--- src/rtl/gb_mem_pkg.sv ---
// Shared memory-map definitions for the VRAM/OAM arbiter and the OAM DMA engine.
package gb_mem_pkg;

  typedef enum logic [1:0] {
    HBLANK = 2'd0,
    VBLANK = 2'd1,
    SCAN   = 2'd2,
    DRAW   = 2'd3
  } ppu_mode_t;

  typedef enum logic [1:0] {
    DMA_IDLE  = 2'd0,
    DMA_WAIT  = 2'd1,
    DMA_READ  = 2'd2,
    DMA_WRITE = 2'd3
  } dma_state_t;

  localparam logic [15:0] VRAM_BASE     = 16'h8000;
  localparam logic [15:0] VRAM_END      = 16'h9FFF;
  localparam logic [15:0] OAM_BASE      = 16'hFE00;
  localparam logic [15:0] OAM_END       = 16'hFE9F;
  localparam logic [15:0] OAM_HOLE_BASE = 16'hFEA0;
  localparam logic [15:0] OAM_HOLE_END  = 16'hFEFF;
  localparam logic [15:0] DMA_REG       = 16'hFF46;

  // One-cycle read-return tag: which requester gets which RAM's data next cycle.
  typedef struct packed {
    logic cpu_vram;
    logic cpu_oam;
    logic cpu_blk;
    logic ppu_vram;
    logic ppu_oam;
    logic ppu_blk;
  } rd_tag_t;

  function automatic logic in_range(input logic [15:0] a, input logic [15:0] lo,
                                    input logic [15:0] hi);
    return (a >= lo) && (a <= hi);
  endfunction

endpackage

--- src/rtl/oam_dma_engine.sv ---
// OAM DMA engine: copies DMA_LEN bytes from {page,00} on the main bus into OAM,
// one byte every two cycles, restartable by a fresh trigger at any time.
module oam_dma_engine
  import gb_mem_pkg::*;
#(
  parameter int DMA_LEN         = 160,
  parameter int DMA_START_DELAY = 1
) (
  input  logic        clk,
  input  logic        rst,
  input  logic        dma_trig,
  input  logic [7:0]  trig_page,
  output logic        dma_src_rd,
  output logic [15:0] dma_src_addr,
  input  logic [7:0]  dma_src_rdata,
  output logic        dma_oam_wr,
  output logic [7:0]  dma_oam_addr,
  output logic [7:0]  dma_oam_wdata,
  output logic        dma_active
);

  localparam logic [7:0] LAST_IDX  = 8'(DMA_LEN - 1);
  localparam logic [7:0] WAIT_LAST = 8'(DMA_START_DELAY - 1);

  dma_state_t state, state_nxt;
  logic [7:0] idx;
  logic [7:0] src_page;
  logic [7:0] wait_cnt;

  // State register; async reset abandons any transfer immediately.
  always_ff @(posedge clk or posedge rst) begin
    if (rst) state <= DMA_IDLE;
    else     state <= state_nxt;
  end

  // Next-state logic; a trigger always restarts from WAIT.
  always_comb begin
    state_nxt = state;
    if (dma_trig) begin
      state_nxt = DMA_WAIT;
    end else begin
      case (state)
        DMA_IDLE:  state_nxt = DMA_IDLE;
        DMA_WAIT:  if (wait_cnt == WAIT_LAST) state_nxt = DMA_READ;
        DMA_READ:  state_nxt = DMA_WRITE;
        DMA_WRITE: state_nxt = (idx == LAST_IDX) ? DMA_IDLE : DMA_READ;
        default:   state_nxt = DMA_IDLE;
      endcase
    end
  end

  // Byte index, source page and start-delay counter.
  always_ff @(posedge clk or posedge rst) begin
    if (rst) begin
      idx      <= 8'd0;
      src_page <= 8'd0;
      wait_cnt <= 8'd0;
    end else if (dma_trig) begin
      idx      <= 8'd0;
      src_page <= trig_page;
      wait_cnt <= 8'd0;
    end else begin
      case (state)
        DMA_WAIT:  wait_cnt <= wait_cnt + 8'd1;
        DMA_WRITE: idx <= (idx == LAST_IDX) ? 8'd0 : idx + 8'd1;
        default:   ;
      endcase
    end
  end

  // Strobes per state; a restart landing on a WRITE cycle drops that byte.
  always_comb begin
    dma_src_rd    = 1'b0;
    dma_src_addr  = 16'h0000;
    dma_oam_wr    = 1'b0;
    dma_oam_addr  = 8'h00;
    dma_oam_wdata = 8'h00;
    case (state)
      DMA_READ: begin
        dma_src_rd   = 1'b1;
        dma_src_addr = {src_page, idx};
      end
      DMA_WRITE: begin
        dma_oam_wr    = !dma_trig;
        dma_oam_addr  = idx;
        dma_oam_wdata = dma_src_rdata;
      end
      default: ;
    endcase
    dma_active = (state != DMA_IDLE);
  end

endmodule

--- src/rtl/vram_oam_arbiter.sv ---
// VRAM/OAM port arbiter: PPU-mode lockout, DMA > PPU > CPU per-port priority,
// and a one-cycle tag that steers synchronous RAM data back to the requester.
module vram_oam_arbiter
  import gb_mem_pkg::*;
#(
  parameter int         DMA_LEN         = 160,
  parameter int         DMA_START_DELAY = 1,
  parameter logic [7:0] BLOCKED_DATA    = 8'hFF
) (
  input  logic        clk,
  input  logic        rst,
  input  logic [15:0] cpu_addr,
  input  logic        cpu_rd,
  input  logic        cpu_wr,
  input  logic [7:0]  cpu_wdata,
  output logic [7:0]  cpu_rdata,
  input  logic [1:0]  ppu_mode,
  input  logic        lcd_en,
  input  logic        ppu_rd,
  input  logic [15:0] ppu_addr,
  output logic [7:0]  ppu_rdata,
  output logic        dma_src_rd,
  output logic [15:0] dma_src_addr,
  input  logic [7:0]  dma_src_rdata,
  output logic        dma_active,
  output logic [12:0] vram_addr,
  output logic        vram_rd,
  output logic        vram_wr,
  output logic [7:0]  vram_wdata,
  input  logic [7:0]  vram_rdata,
  output logic [7:0]  oam_addr,
  output logic        oam_rd,
  output logic        oam_wr,
  output logic [7:0]  oam_wdata,
  input  logic [7:0]  oam_rdata
);

  ppu_mode_t  mode;
  logic       dma_trig;
  logic       dma_oam_wr;
  logic [7:0] dma_oam_addr;
  logic [7:0] dma_oam_wdata;

  logic cpu_req, cpu_in_vram, cpu_in_oam, cpu_in_hole;
  logic ppu_in_vram, ppu_in_oam;
  logic lock_vram, lock_oam;
  logic ppu_vram_g, ppu_oam_g, cpu_vram_g, cpu_oam_g;

  rd_tag_t    tag_nxt, tag_p1;
  logic [7:0] cpu_hold_p1, ppu_hold_p1;

  assign mode     = ppu_mode_t'(ppu_mode);
  assign dma_trig = cpu_wr && (cpu_addr == DMA_REG);

  oam_dma_engine #(
    .DMA_LEN         (DMA_LEN),
    .DMA_START_DELAY (DMA_START_DELAY)
  ) u_dma (
    .clk           (clk),
    .rst           (rst),
    .dma_trig      (dma_trig),
    .trig_page     (cpu_wdata),
    .dma_src_rd    (dma_src_rd),
    .dma_src_addr  (dma_src_addr),
    .dma_src_rdata (dma_src_rdata),
    .dma_oam_wr    (dma_oam_wr),
    .dma_oam_addr  (dma_oam_addr),
    .dma_oam_wdata (dma_oam_wdata),
    .dma_active    (dma_active)
  );

  // Lockout and grant decisions; everything is held off while reset is asserted.
  always_comb begin
    cpu_req     = cpu_rd || cpu_wr;
    cpu_in_vram = in_range(cpu_addr, VRAM_BASE, VRAM_END);
    cpu_in_oam  = in_range(cpu_addr, OAM_BASE, OAM_END);
    cpu_in_hole = in_range(cpu_addr, OAM_HOLE_BASE, OAM_HOLE_END);
    ppu_in_vram = in_range(ppu_addr, VRAM_BASE, VRAM_END);
    ppu_in_oam  = in_range(ppu_addr, OAM_BASE, OAM_END);
    lock_vram   = lcd_en && (mode == DRAW);
    lock_oam    = dma_active || (lcd_en && ((mode == SCAN) || (mode == DRAW)));
    ppu_vram_g  = !rst && lcd_en && ppu_rd && ppu_in_vram;
    ppu_oam_g   = !rst && lcd_en && ppu_rd && ppu_in_oam && !dma_active;
    cpu_vram_g  = !rst && cpu_req && cpu_in_vram && !lock_vram && !ppu_vram_g;
    cpu_oam_g   = !rst && cpu_req && cpu_in_oam && !lock_oam && !ppu_oam_g && !dma_oam_wr;
  end

  // RAM port muxes in priority order DMA > PPU > CPU.
  always_comb begin
    vram_addr  = 13'h0000;
    vram_rd    = 1'b0;
    vram_wr    = 1'b0;
    vram_wdata = 8'h00;
    oam_addr   = 8'h00;
    oam_rd     = 1'b0;
    oam_wr     = 1'b0;
    oam_wdata  = 8'h00;
    if (ppu_vram_g) begin
      vram_addr = ppu_addr[12:0];
      vram_rd   = 1'b1;
    end else if (cpu_vram_g) begin
      vram_addr  = cpu_addr[12:0];
      vram_rd    = cpu_rd;
      vram_wr    = cpu_wr;
      vram_wdata = cpu_wr ? cpu_wdata : 8'h00;
    end
    if (dma_oam_wr) begin
      oam_addr  = dma_oam_addr;
      oam_wr    = 1'b1;
      oam_wdata = dma_oam_wdata;
    end else if (ppu_oam_g) begin
      oam_addr = ppu_addr[7:0];
      oam_rd   = 1'b1;
    end else if (cpu_oam_g) begin
      oam_addr  = cpu_addr[7:0];
      oam_rd    = cpu_rd;
      oam_wr    = cpu_wr;
      oam_wdata = cpu_wr ? cpu_wdata : 8'h00;
    end
  end

  // Read-return tag for the next cycle; denied reads in our windows return BLOCKED_DATA.
  always_comb begin
    tag_nxt          = '0;
    tag_nxt.cpu_vram = cpu_vram_g && cpu_rd;
    tag_nxt.cpu_oam  = cpu_oam_g && cpu_rd;
    tag_nxt.cpu_blk  = !rst && cpu_rd && (cpu_in_vram || cpu_in_oam || cpu_in_hole)
                       && !cpu_vram_g && !cpu_oam_g;
    tag_nxt.ppu_vram = ppu_vram_g;
    tag_nxt.ppu_oam  = ppu_oam_g;
    tag_nxt.ppu_blk  = !rst && lcd_en && ppu_rd && !ppu_vram_g && !ppu_oam_g;
  end

  // ---- stage p1: tag and held read data ----
  // Tag register plus hold registers so read data persists between reads.
  always_ff @(posedge clk or posedge rst) begin
    if (rst) begin
      tag_p1      <= '0;
      cpu_hold_p1 <= BLOCKED_DATA;
      ppu_hold_p1 <= BLOCKED_DATA;
    end else begin
      tag_p1      <= tag_nxt;
      cpu_hold_p1 <= cpu_rdata;
      ppu_hold_p1 <= ppu_rdata;
    end
  end

  // Steer synchronous RAM data to the tagged requester, else hold.
  always_comb begin
    if      (tag_p1.cpu_vram) cpu_rdata = vram_rdata;
    else if (tag_p1.cpu_oam)  cpu_rdata = oam_rdata;
    else if (tag_p1.cpu_blk)  cpu_rdata = BLOCKED_DATA;
    else                      cpu_rdata = cpu_hold_p1;
    if      (tag_p1.ppu_vram) ppu_rdata = vram_rdata;
    else if (tag_p1.ppu_oam)  ppu_rdata = oam_rdata;
    else if (tag_p1.ppu_blk)  ppu_rdata = BLOCKED_DATA;
    else                      ppu_rdata = ppu_hold_p1;
  end

endmodule

--- config.mk ---
export PLATFORM = sky130hd
export DESIGN_NAME = vram_oam_arbiter
export DESIGN_NICKNAME = d
export VERILOG_FILES = /design/src/rtl/gb_mem_pkg.sv /design/src/rtl/oam_dma_engine.sv /design/src/rtl/vram_oam_arbiter.sv
export SDC_FILE = /design/constraint.sdc
export NUM_CORES = 1
export LEC_CHECK = 0
export CAP_MARGIN = 20
export CORE_UTILIZATION = 42
export DETAILED_ROUTE_END_ITERATION = 12
export PLACE_DENSITY = 0.79
export SLEW_MARGIN = 20
export SYNTH_ARGS = -nofsm -noshare
export SYNTH_HDL_FRONTEND = slang
export SYNTH_HIERARCHICAL = 1
export SYNTH_SLANG_ARGS = --single-unit
--- constraint.sdc ---
create_clock -name clk -period 8.3 [get_ports clk]
set_clock_uncertainty 0.1 [all_clocks]
set_input_delay 2.075 -clock clk [delete_from_list [all_inputs] [get_ports clk]]
set_output_delay 2.075 -clock clk [all_outputs]
set_load 0.01 [all_outputs]
==> metrics.txt <==
CP arrival=5.58 ns; Floorplan Core Area=between 7000 and 8000 sq um; most common cell after layout, fill and taps aside=clkdlybuf4s50_1; cell area after layout=4840 sq um; Final WS setup=0.542 ns; placed inst area=~4700 sq um; share of final-layout standard cells stronger than drive strength 1=0.102; drt initial violations=180; share of flip-flops with an asynchronous set or reset after synthesis=1.00; most crowded layer after global routing=met2; clock period minus worst slack=7.76 ns; number of antenna diodes=0; met3 Resource Use GR=0.0392; Clk Latency, worst-skew pair=0.30 ns; number of synthesis warnings=6; clock-pin transition on the worst setup and hold timing paths=0.09 ns; kind of end point of the critical path=output pin; final HPWL from detailed placement=between 7000 and 8000 um; Max Freq=129 MHz; Layout Utilization=0.670; routed via count divided by cell count=5.67; global-route wire length before repair=16,200 um; maxcap violations=0; average cell area after synthesis=8.61 sq um; RD Place Congestion=0.913; required time of the worst setup path=6.12 ns; met2 Resource Use GR=0.464; run status=finished clean; maximum ir drop on the vdd rail=approximately 0.0002 V; global-route usage over all layers=0.268; slew at the pin closest to its max-slew limit=roughly 1.0 ns; Sinks on Clock Net=48; share of the clock period used by the worst path=0.935; remaining global-route overflow=0; residual DRC count=0; post-CTS setup buffer count=0; total routed wirelength=10,400 um; count of pins over their slew limit=0; Final setup viols=0; remaining max-slew budget at the tightest pin=0.303; type of the worst min-delay path=reg2reg; number of buffers inserted during clock tree synthesis=5; clock tree from TritonCTS=yes; # port buffers=146; count of state elements after synthesis=48; Placement Setup Slack=0.577 ns; Synth Flop Type=dfrtp_1; element type at the critical path start=input port; per-cell routed wire length=17.3 um; Mapped Cells=about 360; horizontal die dimension=~88 um; post_cts resized=0; maximum level of the CTS H-tree=2; Die Y=88.3 um; number of flops mapped to enable cells by yosys=0; synthesized cell area=3130 sq um; commonest cells after routing, fill and taps aside=clkdlybuf4s50_1, nand2_1, dfrtp_1; area grow syn2layout=54.7%; power density over the cells=223 nW/um^2; number of nets in the layout=576; die area=7790 sq um; static leakage=about 1.9 nW; initial antenna violation count=0; vias after detailed routing=3,404; met1 usage in global routing=0.347; number of buffers added to fix hold violations after cts=0; WS Path Type=in2out; Antenna Nets Post-Route=0; number of global-route vias before repair=3,351; number of nets produced by synthesis=438; pin count of the biggest net entering global routing=34; top fanout value on the critical path=16; Fin. Hold Viols=0; effective utilization at floorplan=0.433; number of distinct library cells after synthesis=51; IO Pins=147; unrepaired setup endpoints after global routing=no; Root Driver=clkbuf_8; count of TritonRoute iterations in the first routing pass=5; number of core rows=31; proportion of synthesized chip area in sequential cells=0.391; CTS Buffer Depth=2; total negative slack=0 ns
-- routing by layer --
layer,part of all wire,wire [um]
met1,0.43,4460
met2,0.49,5090
met3,0.064,660
met4,0.016,164
met5,0,0
-- kinds of logic (layout without fill, tap and decap cells) --
group,count (synthesis),after routing,synth area share
adders and majority gates,3,3,0.0120
AOI/OAI and AO/OA,88,88,0.188
buffers and inverters,35,173,0.0436
and+or+nand+nor,172,172,0.312
muxes,8,8,0.0288
xor gates and xnor gates,9,9,0.0252
DFF,48,48,0.391
-- synth_stat cells (4+ instances only) --
cell      count  area (sq um)
nand2b_1      4          25.0
dfrtp_1      32           801
and3_1       27           169
nand4_1       8          50.1
o21ai_0      27           135
o22ai_1      14          87.6
mux2_2        8          90.1
nand2_1      54           203
a21oi_1       7          35.0
xor2_1        8          70.1
buf_2         4          20.0
nor2b_1       4          25.0
nor2_1       19          71.3
dfstp_2      16           420
o21ai_1       4          20.0
and2_1       18           113
nand3_1       6          30.0
clkbuf_1     18          67.6
nand4b_1      5          43.8
o311ai_0      5          43.8
inv_1        13          48.8
a22o_1       13           114
a31oi_1       5          31.3
-- through the flow --
stage,power [mW],instances,hold slack [ns]
finish,1.08,600,0.404
global route,1.14,600,0.429
floorplan,0.629,363,0.372
detailed placement,0.875,592,0.387
CTS,1.07,599,0.407
global placement,0.861,592,0.381
-- final timing paths --
path	start	endpoint	slack [ns]	cells after the start
max in group asynchronous	rst	tag_p1[2]$_DFF_PP0_	5.29	2
min reg2reg	u_dma/src_page[4]$_DFFE_PP0P_	u_dma/src_page[4]$_DFFE_PP0P_	0.40	1
max	cpu_addr[1]	oam_addr[1]	0.54	11
min in group asynchronous	rst	u_dma/idx[7]$_DFFE_PP0P_	2.04	2
max reg2reg	u_dma/state[1]$_DFFE_PP0P_	tag_p1[3]$_DFF_PP0_	5.38	5
min	u_dma/src_page[4]$_DFFE_PP0P_	u_dma/src_page[4]$_DFFE_PP0P_	0.40	1
-- critical path: stages --
cell,delay [ns]
clkdlybuf4s50_1,0.49
inv_1,0.06
nor4_1,0.32
nand4_1,0.16
nor2_2,0.14
nor2_2,0.06
a211o_1,0.29
or3_1,0.34
a2111o_1,0.63
o311ai_0,0.42
clkdlybuf4s50_1,0.61
-- state kept, by name, summed over array words and instances (netlist names) --
register	cells
u_dma/wait_cnt	8
tag_p1	6
ppu_hold_p1	8
cpu_hold_p1	8
u_dma/src_page	8
u_dma/idx	8
u_dma/state	2
-- power breakdown --
part / internal [mW] / switching (mW) / total, mW
clock: 0.119 / 0.0775 / 0.196
sequential: 0.298 / 0.0760 / 0.374
combinational: 0.254 / 0.252 / 0.507
total: 0.671 / 0.406 / 1.08
-- layout make-up --
type	count	area, sq um
Inverter	13	48.8
Fill cell	574	2380
Tap cell	99	124
Multi-Input combinational cell	280	1780
Clock buffer	5	68.8
Clock inverter	2	60.1
Sequential cell	48	1220
Timing Repair Buffer	153	1530
Power figures use the tool's default switching activity.
